**src/rtl/uart_rx_if.sv**
```systemverilog
// uart_rx_if: serial-line and received-word signals of the UART receiver.
//   baud_clk      oversample clock from the baud generator (sampled, not a clock)
//   rx            asynchronous serial line, idle high
//   data_out      last correctly framed received word
//   data_valid    one-CLK pulse when data_out is updated
//   framing_error one-CLK pulse when the stop bit samples low
//   busy          high whenever the receiver is not idle
// master: drives the line side and observes the results (bench / line driver).
// slave:  the receiver itself.
interface uart_rx_if #(
    parameter int unsigned DATA_BITS = 8
);
    logic                 baud_clk;
    logic                 rx;
    logic [DATA_BITS-1:0] data_out;
    logic                 data_valid;
    logic                 framing_error;
    logic                 busy;

    modport master (
        output baud_clk,
        output rx,
        input  data_out,
        input  data_valid,
        input  framing_error,
        input  busy
    );

    modport slave (
        input  baud_clk,
        input  rx,
        output data_out,
        output data_valid,
        output framing_error,
        output busy
    );
endinterface

```
**src/rtl/uart_rx.sv**
```systemverilog
// uart_rx: oversampling UART receiver, LSB-first, one start and one stop bit.
//   CLK  system clock, all state updates on its rising edge
//   RST  asynchronous active-high reset
//   bus  uart_rx_if.slave: baud_clk/rx in, data_out/data_valid/framing_error/busy out
// Start bit is confirmed at its midpoint; data and stop bits are then sampled
// every OVERSAMPLE ticks from that point, so only the tick count sets timing.
module uart_rx #(
    parameter int unsigned DATA_BITS  = 8,
    parameter int unsigned OVERSAMPLE = 16
) (
    input  logic      CLK,
    input  logic      RST,
    uart_rx_if.slave  bus
);
    localparam int unsigned CntW = $clog2(OVERSAMPLE);
    localparam int unsigned BitW = $clog2(DATA_BITS + 1);

    localparam logic [CntW-1:0] CntHalf = CntW'(OVERSAMPLE / 2 - 1);
    localparam logic [CntW-1:0] CntLast = CntW'(OVERSAMPLE - 1);
    localparam logic [BitW-1:0] BitLast = BitW'(DATA_BITS - 1);

    typedef enum logic [1:0] {StIdle, StStart, StData, StStop} state_e;

    state_e               state_q;
    logic [CntW-1:0]      tick_cnt_q;
    logic [BitW-1:0]      bit_cnt_q;
    logic [DATA_BITS-1:0] shift_q;
    logic [DATA_BITS-1:0] data_out_q;
    logic                 data_valid_q;
    logic                 framing_error_q;
    logic                 baud_clk_q;
    logic                 rx_meta_q;
    logic                 rx_s_q;
    logic                 tick;

    // One-CLK tick per rising edge of the sampled baud clock.
    assign tick = bus.baud_clk & ~baud_clk_q;

    // Edge detect and two-flop synchronizer; line idles high.
    always_ff @(posedge CLK or posedge RST) begin
        if (RST) begin
            baud_clk_q <= 1'b0;
            rx_meta_q  <= 1'b1;
            rx_s_q     <= 1'b1;
        end else begin
            baud_clk_q <= bus.baud_clk;
            rx_meta_q  <= bus.rx;
            rx_s_q     <= rx_meta_q;
        end
    end

    always_ff @(posedge CLK or posedge RST) begin
        if (RST) begin
            state_q         <= StIdle;
            tick_cnt_q      <= '0;
            bit_cnt_q       <= '0;
            shift_q         <= '0;
            data_out_q      <= '0;
            data_valid_q    <= 1'b0;
            framing_error_q <= 1'b0;
        end else begin
            data_valid_q    <= 1'b0;
            framing_error_q <= 1'b0;
            if (tick) begin
                unique case (state_q)
                    StIdle: begin
                        if (!rx_s_q) begin
                            state_q    <= StStart;
                            tick_cnt_q <= '0;
                        end
                    end
                    StStart: begin
                        if (tick_cnt_q == CntHalf) begin
                            tick_cnt_q <= '0;
                            bit_cnt_q  <= '0;
                            // Line back high at mid-start: glitch, no frame.
                            state_q    <= rx_s_q ? StIdle : StData;
                        end else begin
                            tick_cnt_q <= tick_cnt_q + 1'b1;
                        end
                    end
                    StData: begin
                        if (tick_cnt_q == CntLast) begin
                            tick_cnt_q <= '0;
                            shift_q    <= {rx_s_q, shift_q[DATA_BITS-1:1]};
                            if (bit_cnt_q == BitLast) begin
                                bit_cnt_q <= '0;
                                state_q   <= StStop;
                            end else begin
                                bit_cnt_q <= bit_cnt_q + 1'b1;
                            end
                        end else begin
                            tick_cnt_q <= tick_cnt_q + 1'b1;
                        end
                    end
                    StStop: begin
                        if (tick_cnt_q == CntLast) begin
                            tick_cnt_q <= '0;
                            state_q    <= StIdle;
                            if (rx_s_q) begin
                                data_out_q   <= shift_q;
                                data_valid_q <= 1'b1;
                            end else begin
                                framing_error_q <= 1'b1;
                            end
                        end else begin
                            tick_cnt_q <= tick_cnt_q + 1'b1;
                        end
                    end
                    default: state_q <= StIdle;
                endcase
            end
        end
    end

    assign bus.data_out      = data_out_q;
    assign bus.data_valid    = data_valid_q;
    assign bus.framing_error = framing_error_q;
    assign bus.busy          = (state_q != StIdle);
endmodule
```
**src/flat_wrapper.sv**
```systemverilog
// flat-port wrapper written by rule: the top's interface ports become plain ports
module uart_rx_flat 
#(
    parameter int unsigned DATA_BITS  = 8,
    parameter int unsigned OVERSAMPLE = 16
)
  (CLK, RST, bus_baud_clk, bus_rx, bus_data_out, bus_data_valid, bus_framing_error, bus_busy);
  uart_rx_if #(.DATA_BITS(DATA_BITS)) bus_i ();
  input  logic CLK;
  input  logic RST;
  input wire logic [$bits(bus_i.baud_clk)-1:0] bus_baud_clk;
  input wire logic [$bits(bus_i.rx)-1:0] bus_rx;
  output wire logic [$bits(bus_i.data_out)-1:0] bus_data_out;
  output wire logic [$bits(bus_i.data_valid)-1:0] bus_data_valid;
  output wire logic [$bits(bus_i.framing_error)-1:0] bus_framing_error;
  output wire logic [$bits(bus_i.busy)-1:0] bus_busy;
  assign bus_i.baud_clk = bus_baud_clk;
  assign bus_i.rx = bus_rx;
  assign bus_data_out = bus_i.data_out;
  assign bus_data_valid = bus_i.data_valid;
  assign bus_framing_error = bus_i.framing_error;
  assign bus_busy = bus_i.busy;
  uart_rx #(.DATA_BITS(DATA_BITS), .OVERSAMPLE(OVERSAMPLE)) u_core (.CLK(CLK), .RST(RST), .bus(bus_i));
endmodule
```
**config.mk**
```make
export PLATFORM = sky130hd
export DESIGN_NAME = uart_rx_flat
export DESIGN_NICKNAME = d
export VERILOG_FILES = /design/src/rtl/uart_rx_if.sv /design/src/rtl/uart_rx.sv /design/src/flat_wrapper.sv
export SDC_FILE = /design/constraint.sdc
export NUM_CORES = 1
export LEC_CHECK = 0
export CAP_MARGIN = 15
export CORE_AREA = 4 4 55 57
export CTS_CLUSTER_SIZE = 20
export DETAILED_ROUTE_END_ITERATION = 7
export DIE_AREA = 0 0 59 61
export GPL_ROUTABILITY_DRIVEN = 0
export MAX_ROUTING_LAYER = met4
export PLACE_DENSITY = 0.85
export SYNTH_ARGS = -nofsm -noshare
export SYNTH_HDL_FRONTEND = slang
export SYNTH_SLANG_ARGS = --single-unit
```
**constraint.sdc**
```tcl
create_clock -name CLK -period 4.1 [get_ports CLK]
set_input_delay 0.615 -clock CLK [delete_from_list [all_inputs] [get_ports CLK]]
set_output_delay 0.615 -clock CLK [all_outputs]
set_load 0.01 [all_outputs]
```
==> results by group, run 1 <==
Status
  – Status: finished, final reports clean

Timing
  – Hold WS: 0.359 ns
  – Slew headroom: 0.703
  – Endpoints failing hold: 0
  – TNS Setup: 0 ns
  – Max-slew violations: 0
  – Setup Viol. Count Final: 0
  – Tcrit/Tclk final: 0.570
  – Worst-Margin Slew: 0.441 ns
  – Min cycle time layout: 2.34 ns
  – Setup Skew: 0.0150 ns
  – RSZ-0062 raised after global routing: false
  – FMAX: 0.428 GHz

Worst setup path
  – Slowest stage delay, CP: 0.53 ns
  – Worst path bufs/invs: 3
  – Worst setup SP type: flop
  – Setup crit end kind: output port
  – Most frequent cell on the critical path: inv_1
  – FF-to-FF path depth: 6
  – RR Startpoint: u_core.state_q[0]$_DFFE_PP0P_
  – CP top delay family: buffers and inverters
  – Worst EP required: 3.48 ns
  – Reg-to-reg slack, setup: 2.08 ns
  – CP Class: flop to output port
  – Critical path launch point: u_core.state_q[0]$_DFFE_PP0P_
  – Critical Path AT: 1.72 ns
  – Highest fanout seen on the critical path: 4
  – WP depth: 4
  – Critical Path Slowest Stage Cell: clkdlybuf4s50_1
  – CP endpoint: bus_busy
  – Worst-path cell chain: inv_1 -> ha_1 -> inv_1 -> clkdlybuf4s50_1

Routing
  – DR iter-0 viols: 27
  – DRT Pass-1 Iters: 4
  – Wire length per cell: 15.6 um
  – DRC: 0
  – Vias per inst: 5.74
  – Total Wirelength: 2690 um
  – DR vias: 987
  – Post-route ant nets: 0

Clocking
  – Setup bufs post-CTS: 0
  – Gates resized, CTS repair: 0
  – Root buf cell: clkbuf_4
  – Clock latency on the worst-skew pair: 0.34 ns
  – CTS Buffer Depth: 2
  – CTS tree: done
  – Clock sinks: 31
  – Post-CTS Hold Fix Bufs: 0
  – H-tree depth: 2
  – Reg clk slew, reported paths: 0.09 ns
  – CTS buffer count: 5

Finish
  – Filler Cells Inserted: 187
  – Fraction of layout cells with a size suffix above 1: 0.204
  – Layout area overhead: 19.8%
  – Antenna cells: 0
  – Nets: 152

Synthesis
  – Register area share after synthesis: 0.547
  – Synthesized area per cell: 11.8 um^2
  – Post-Syn Instances: 121
  – Synth Flop Type: dfrtp_1
  – Top-area cell type share of the netlist area: 0.510
  – Asr flop ratio synth: 1.00
  – YS warnings: 0
  – Count leader, synth: dfrtp_1
  – Yosys top cell by area: dfrtp_1
  – Post-synth net total: 132
  – Synth Register Bits: 31
  – Number of synthesized flops with an enable pin: 0
  – Synth unique cells: 27
  – Top post-synthesis cells by count: dfrtp_1, mux2_2, nand2_1, nand3_1, ha_1
  – Syn Std Cell Area: 1420 um^2
  – Synth top area cells: dfrtp_1, mux2_2, ha_1, dfstp_2, nand3_1

Floorplanning
  – Die Y: 61 um
  – I/O pins: 15
  – Rows: 18
  – Initial Util: 0.575
  – Die W: 59 um
  – CORE AREA: 2480 um^2
  – DIE AREA: 3600 um^2

Global routing
  – Initial antenna violation count: 0
  – Largest net degree at the start of global routing: 32
  – Vias in the first global route: 969
  – Overflow after GRT: 0
  – First-pass GRT wire length: 4430 um
  – Overall Global Routing Usage: 0.178

Pwr
  – Switch share: 0.343
  – Comb pwr share: 0.290
  – Pwr dens: 543 nW/um^2
  – Max VDD drop: 0.000426 V
  – Cell leakage power: 0.819 nW
  – Pint: 0.609 mW
  – Sw Pwr: 0.317 mW
  – Clock power frac: 0.270
  – Flop pwr share: 0.440

Hold path
  – Min-Delay Path Class: flop to flop
  – Worst hold start: u_core.rx_meta_q$_DFF_PP1_

Placement
  – Post-DP HPWL: 1920 um
  – Port Buffers: 14

Job
  – # Max-Cap Violations: 0
-- cells in the final DEF, fill, tap and decap left out, types with 3 or more instances in the layout --
| cell | Yosys | final |
|---|---|---|
| a21oi_1 | 4 | 4 |
| o21ai_0 | 4 | 4 |
| nor3_1 | 3 | 3 |
| nor2_1 | 4 | 4 |
| mux2_2 | 17 | 17 |
| ha_1 | 7 | 7 |
| inv_1 | 6 | 6 |
| nand2b_1 | 4 | 4 |
| dfrtp_1 | 29 | 29 |
| clkdlybuf4s50_1 | 0 | 14 |
| clkbuf_4 | 0 | 5 |
| nand2_1 | 11 | 11 |
| nand3_1 | 9 | 9 |
-- cell families (layout without fill, tap and decap cells) --
kind of cell	after synthesis	count (layout)	synth area share
multiplexers	18	18	0.141
buffers and inverters	8	29	0.0228
flip-flops	31	31	0.547
AND/OR/NAND/NOR	43	43	0.166
AO/OA/AOI/OAI	14	14	0.0615
adder cells (fa/ha/maj)	7	7	0.0615
-- worst min-delay path by stage --
stage | slack (ns) | cells past startpoint | to
detailed placement | 0.35 | 0 | u_core.rx_s_q$_DFF_PP1_
floorplan | 0.35 | 0 | u_core.rx_s_q$_DFF_PP1_
global placement | 0.35 | 0 | u_core.rx_s_q$_DFF_PP1_
finish | 0.36 | 0 | u_core.rx_s_q$_DFF_PP1_
global route | 0.37 | 0 | u_core.rx_s_q$_DFF_PP1_
CTS | 0.36 | 0 | u_core.rx_s_q$_DFF_PP1_
-- per-stage QoR --
stage          setup WS (ns)  utilization  cell area [um^2]  std cells  power, mW
3_3_place_gp            1.85        0.642              1590        163      0.648
3_5_place_dp            1.79        0.642              1590        163      0.669
6_report                1.76        0.688              1710        172      0.926
5_1_grt                 1.64        0.688              1710        172      0.992
4_1_cts                 1.75        0.677              1680        171      0.927
2_1_floorplan           2.41            -              1420        121      0.592
-- final cells by class --
cell class | count | area (um^2) | area share
Sequential cell | 31 | 778 | 0.456
Inverter | 6 | 22.5 | 0.0132
Clock inverter | 2 | 35.0 | 0.0205
Tap cell | 30 | 37.5 | 0.0220
Multi-Input combinational cell | 82 | 613 | 0.360
Timing Repair Buffer | 15 | 168 | 0.0983
Clock buffer | 6 | 51.3 | 0.0301
-- power by group through the flow --
stage / Clock [mW] / Sequential, mW / Combinational [mW]
after floorplan: 0 / 0.398 / 0.194
after global placement: 0 / 0.406 / 0.241
final: 0.250 / 0.407 / 0.269
after detailed placement: 0 / 0.412 / 0.257
after CTS: 0.256 / 0.406 / 0.264
after global routing: 0.273 / 0.416 / 0.303
-- flip-flops by register name (all words and copies together), names as in the netlist, named ones only --
| name | count |
|---|---|
| u_core.bit_cnt_q | 4 |
| u_core.state_q | 1 |
| u_core.bus.data_out | 8 |
| u_core.bus.framing_error | 1 |
| u_core.shift_q | 8 |
| u_core.rx_s_q | 1 |
| u_core.rx_meta_q | 1 |
| u_core.tick_cnt_q | 4 |
| u_core.bus.data_valid | 1 |
| u_core.baud_clk_q | 1 |
-- metal layers --
layer | routed length (um) | track usage
met1 | 1150 | 0.205
met2 | 1350 | 0.284
met3 | 134 | 0.0574
met4 | 55 | 0.0777
met5 | 0 | -
No activity file was read; power rests on OpenSTA's default activity.
==> run 2: changes to the inputs <==
--- a/config.mk
+++ b/config.mk
@@ -6,13 +6,13 @@
 export NUM_CORES = 1
 export LEC_CHECK = 0
 export CAP_MARGIN = 15
-export CORE_AREA = 4 4 55 57
+export CORE_AREA = 4 4 56 58
 export CTS_CLUSTER_SIZE = 20
 export DETAILED_ROUTE_END_ITERATION = 7
-export DIE_AREA = 0 0 59 61
+export DIE_AREA = 0 0 60 62
 export GPL_ROUTABILITY_DRIVEN = 0
 export MAX_ROUTING_LAYER = met4
-export PLACE_DENSITY = 0.85
+export PLACE_DENSITY = 0.82
 export SYNTH_ARGS = -nofsm -noshare
 export SYNTH_HDL_FRONTEND = slang
 export SYNTH_SLANG_ARGS = --single-unit
==> constraint.sdc (replaced) <==
create_clock -name CLK -period 2.4 [get_ports CLK]
set_input_delay 0.36 -clock CLK [delete_from_list [all_inputs] [get_ports CLK]]
set_output_delay 0.36 -clock CLK [all_outputs]
set_load 0.01 [all_outputs]
==> results by group, run 2 (same netlist as run 1, synthesis figures left out) <==
Status
  – Status: finished, final reports clean (unchanged)

Global routing
  – Largest net degree at the start of global routing: 32 (unchanged)
  – First-pass GRT wire length: 4350 um (was 4430 um)
  – Initial antenna violation count: 0 (unchanged)
  – Vias in the first global route: 975 (was 969)
  – Overall Global Routing Usage: 0.166 (was 0.178)
  – Overflow after GRT: 0 (unchanged)

Placement
  – Port Buffers: 14 (unchanged)
  – Inst Count DP: 165 (was 163)
  – Post-DP HPWL: 1840 um (was 1920 um)

Pwr
  – Max VDD drop: 0.00103 V (was 0.000426 V)
  – Switch share: 0.340 (was 0.343)
  – Flop pwr share: 0.446 (was 0.440)
  – Sw Pwr: 0.532 mW (was 0.317 mW)
  – Clock power frac: 0.266 (was 0.270)
  – Pwr dens: 929 nW/um^2 (was 543 nW/um^2)
  – Pint: 1.03 mW (was 0.609 mW)
  – Comb pwr share: 0.288 (was 0.290)
  – Cell leakage power: 0.811 nW (was 0.819 nW)
  – Total Power: 1.57 mW (was 0.926 mW)

Clocking
  – Clock sinks: 31 (unchanged)
  – Gates resized, CTS repair: 0 (unchanged)
  – Clock latency on the worst-skew pair: 0.33 ns (was 0.34 ns)
  – Setup bufs post-CTS: 0 (unchanged)
  – Reg clk slew, reported paths: 0.09 ns (about the same)
  – H-tree depth: 2 (unchanged)
  – CTS Buffer Depth: 2 (unchanged)
  – CTS tree: done (unchanged)
  – CTS buffer count: 5 (unchanged)
  – Post-CTS Hold Fix Bufs: 0 (unchanged)
  – Root buf cell: clkbuf_4 (unchanged)

Floorplanning
  – Initial Util: 0.535 (was 0.575)
  – Rows: 19 (was 18)
  – I/O pins: 15 (unchanged)
  – Die Y: 62 um (was 61 um)
  – Die W: 60 um (was 59 um)
  – CORE AREA: 2660 um^2 (was 2480 um^2)
  – DIE AREA: 3720 um^2 (was 3600 um^2)

Hold path
  – Hold-critical path depth: 0 (unchanged)
  – Hold Path End: u_core.rx_s_q$_DFF_PP1_ (unchanged)
  – Worst hold start: u_core.rx_meta_q$_DFF_PP1_ (unchanged)
  – Min-Delay Path Class: flop to flop (unchanged)

Routing
  – Vias per inst: 5.65 (was 5.74)
  – Top layer in use: met4 (unchanged)
  – Wire length per cell: 14.9 um (was 15.6 um)
  – Met3 WL: 115 um (was 134 um)
  – Total Wirelength: 2570 um (was 2690 um)
  – DRC: 0 (unchanged)
  – DR vias: 977 (was 987)
  – Wire length on met2: 1300 um (was 1350 um)
  – DRT Pass-1 Iters: 4 (unchanged)
  – DR iter-0 viols: 13 (was 27)
  – Wl on met1: 1110 um (was 1150 um)
  – Post-route ant nets: 0 (unchanged)

Worst setup path
  – Worst EP required: 2.04 ns (was 3.48 ns)
  – Reg-to-reg slack, setup: 0.43 ns (was 2.08 ns)
  – Highest fanout seen on the critical path: 4 (unchanged)
  – Critical Path Slowest Stage Cell: clkdlybuf4s50_1 (unchanged)
  – Setup crit end kind: output port (unchanged)
  – RR Startpoint: u_core.state_q[0]$_DFFE_PP0P_ (unchanged)
  – Critical Path AT: 1.69 ns (was 1.72 ns)
  – Slowest stage delay, CP: 0.52 ns (was 0.53 ns)
  – Worst-path cell chain: inv_1 -> ha_1 -> inv_1 -> clkdlybuf4s50_1 (unchanged)
  – CP Class: flop to output port (unchanged)
  – Most frequent cell on the critical path: inv_1 (unchanged)
  – Worst setup SP type: flop (unchanged)
  – FF-to-FF path depth: 6 (unchanged)

Timing
  – Max-slew violations: 0 (unchanged)
  – Endpoints failing hold: 0 (unchanged)
  – Worst-Margin Slew: 0.469 ns (was 0.441 ns)
  – Slew headroom: 0.685 (was 0.703)
  – TNS Setup: 0 ns (unchanged)
  – Tcrit/Tclk final: 0.856
  – Setup Skew: 0.00613 ns (was 0.0150 ns)
  – FMAX: 0.487 GHz
  – Setup Viol. Count Final: 0 (unchanged)
  – RSZ-0062 raised after global routing: false (unchanged)
  – Min cycle time layout: 2.05 ns

Finish
  – Multi-input logic area: 613 um^2 (unchanged)
  – Most frequent cells in the layout: dfrtp_1, mux2_2, clkdlybuf4s50_1 (unchanged)
  – Nets: 152 (unchanged)
  – Commonest non-fill, non-tap cell in the layout: dfrtp_1 (unchanged)
  – Non-filler cells, final: 173 (was 172)
  – Layout area overhead: 18.5% (was 19.8%)
  – Fraction of layout cells with a size suffix above 1: 0.204 (unchanged)
  – Antenna cells: 0 (unchanged)
  – FF/Latch Area: 778 um^2 (unchanged)
  – Filler Cells Inserted: 202 (was 187)

Job
  – # Max-Cap Violations: 0 (unchanged)
[run 2: metal layers]
layer	vias up	global-route usage
met1	482	0.196
met5	-	-
met2	17	0.265
met3	6	0.0558
met4	0	0.0570
li1	472	-
[run 2: through the flow]
stage               hold slack [ns]  setup slack [ns]   util  cell area (um^2)
floorplan                     0.345             0.715      -              1420
global placement              0.347             0.407  0.601              1600
detailed placement            0.349             0.350  0.601              1600
CTS                           0.363             0.333  0.633              1690
global route                  0.370             0.267  0.633              1690
finish                        0.362             0.346  0.633              1690
[run 2: how the worst max path moves through the flow]
stage | startpoint | endpoint | slack, ns | cells after the start
floorplan | u_core.state_q[0]$_DFFE_PP0P_ | u_core.bit_cnt_q[2]$_DFFE_PP0P_ | 0.71 | 6
global placement | bus_baud_clk | u_core.bit_cnt_q[2]$_DFFE_PP0P_ | 0.41 | 5
detailed placement | bus_baud_clk | u_core.bit_cnt_q[2]$_DFFE_PP0P_ | 0.35 | 5
CTS | u_core.state_q[0]$_DFFE_PP0P_ | bus_busy | 0.33 | 4
global route | u_core.state_q[0]$_DFFE_PP0P_ | bus_busy | 0.27 | 4
finish | u_core.state_q[0]$_DFFE_PP0P_ | bus_busy | 0.35 | 4
[run 2: area by class of cell]
type,count,area share
Sequential cell,31,0.461
Clock inverter,2,0.0208
Tap cell,31,0.0230
Timing Repair Buffer,15,0.0875
Clock buffer,6,0.0304
Inverter,6,0.0134
Multi-Input combinational cell,82,0.364
[run 2: critical path, delay by kind of cell, from the launching register on]
kind	cells	cell delay, ns
flops	1	0.41
fa+ha+maj	1	0.26
buf+inv	3	0.70
[run 2: power by group through the flow]
stage / Sequential, mW / Combinational, mW / Clock (mW)
after global placement: 0.695 / 0.414 / 0
after CTS: 0.698 / 0.452 / 0.423
final: 0.699 / 0.451 / 0.417
after detailed placement: 0.705 / 0.445 / 0
after floorplan: 0.680 / 0.332 / 0
after global routing: 0.714 / 0.505 / 0.448
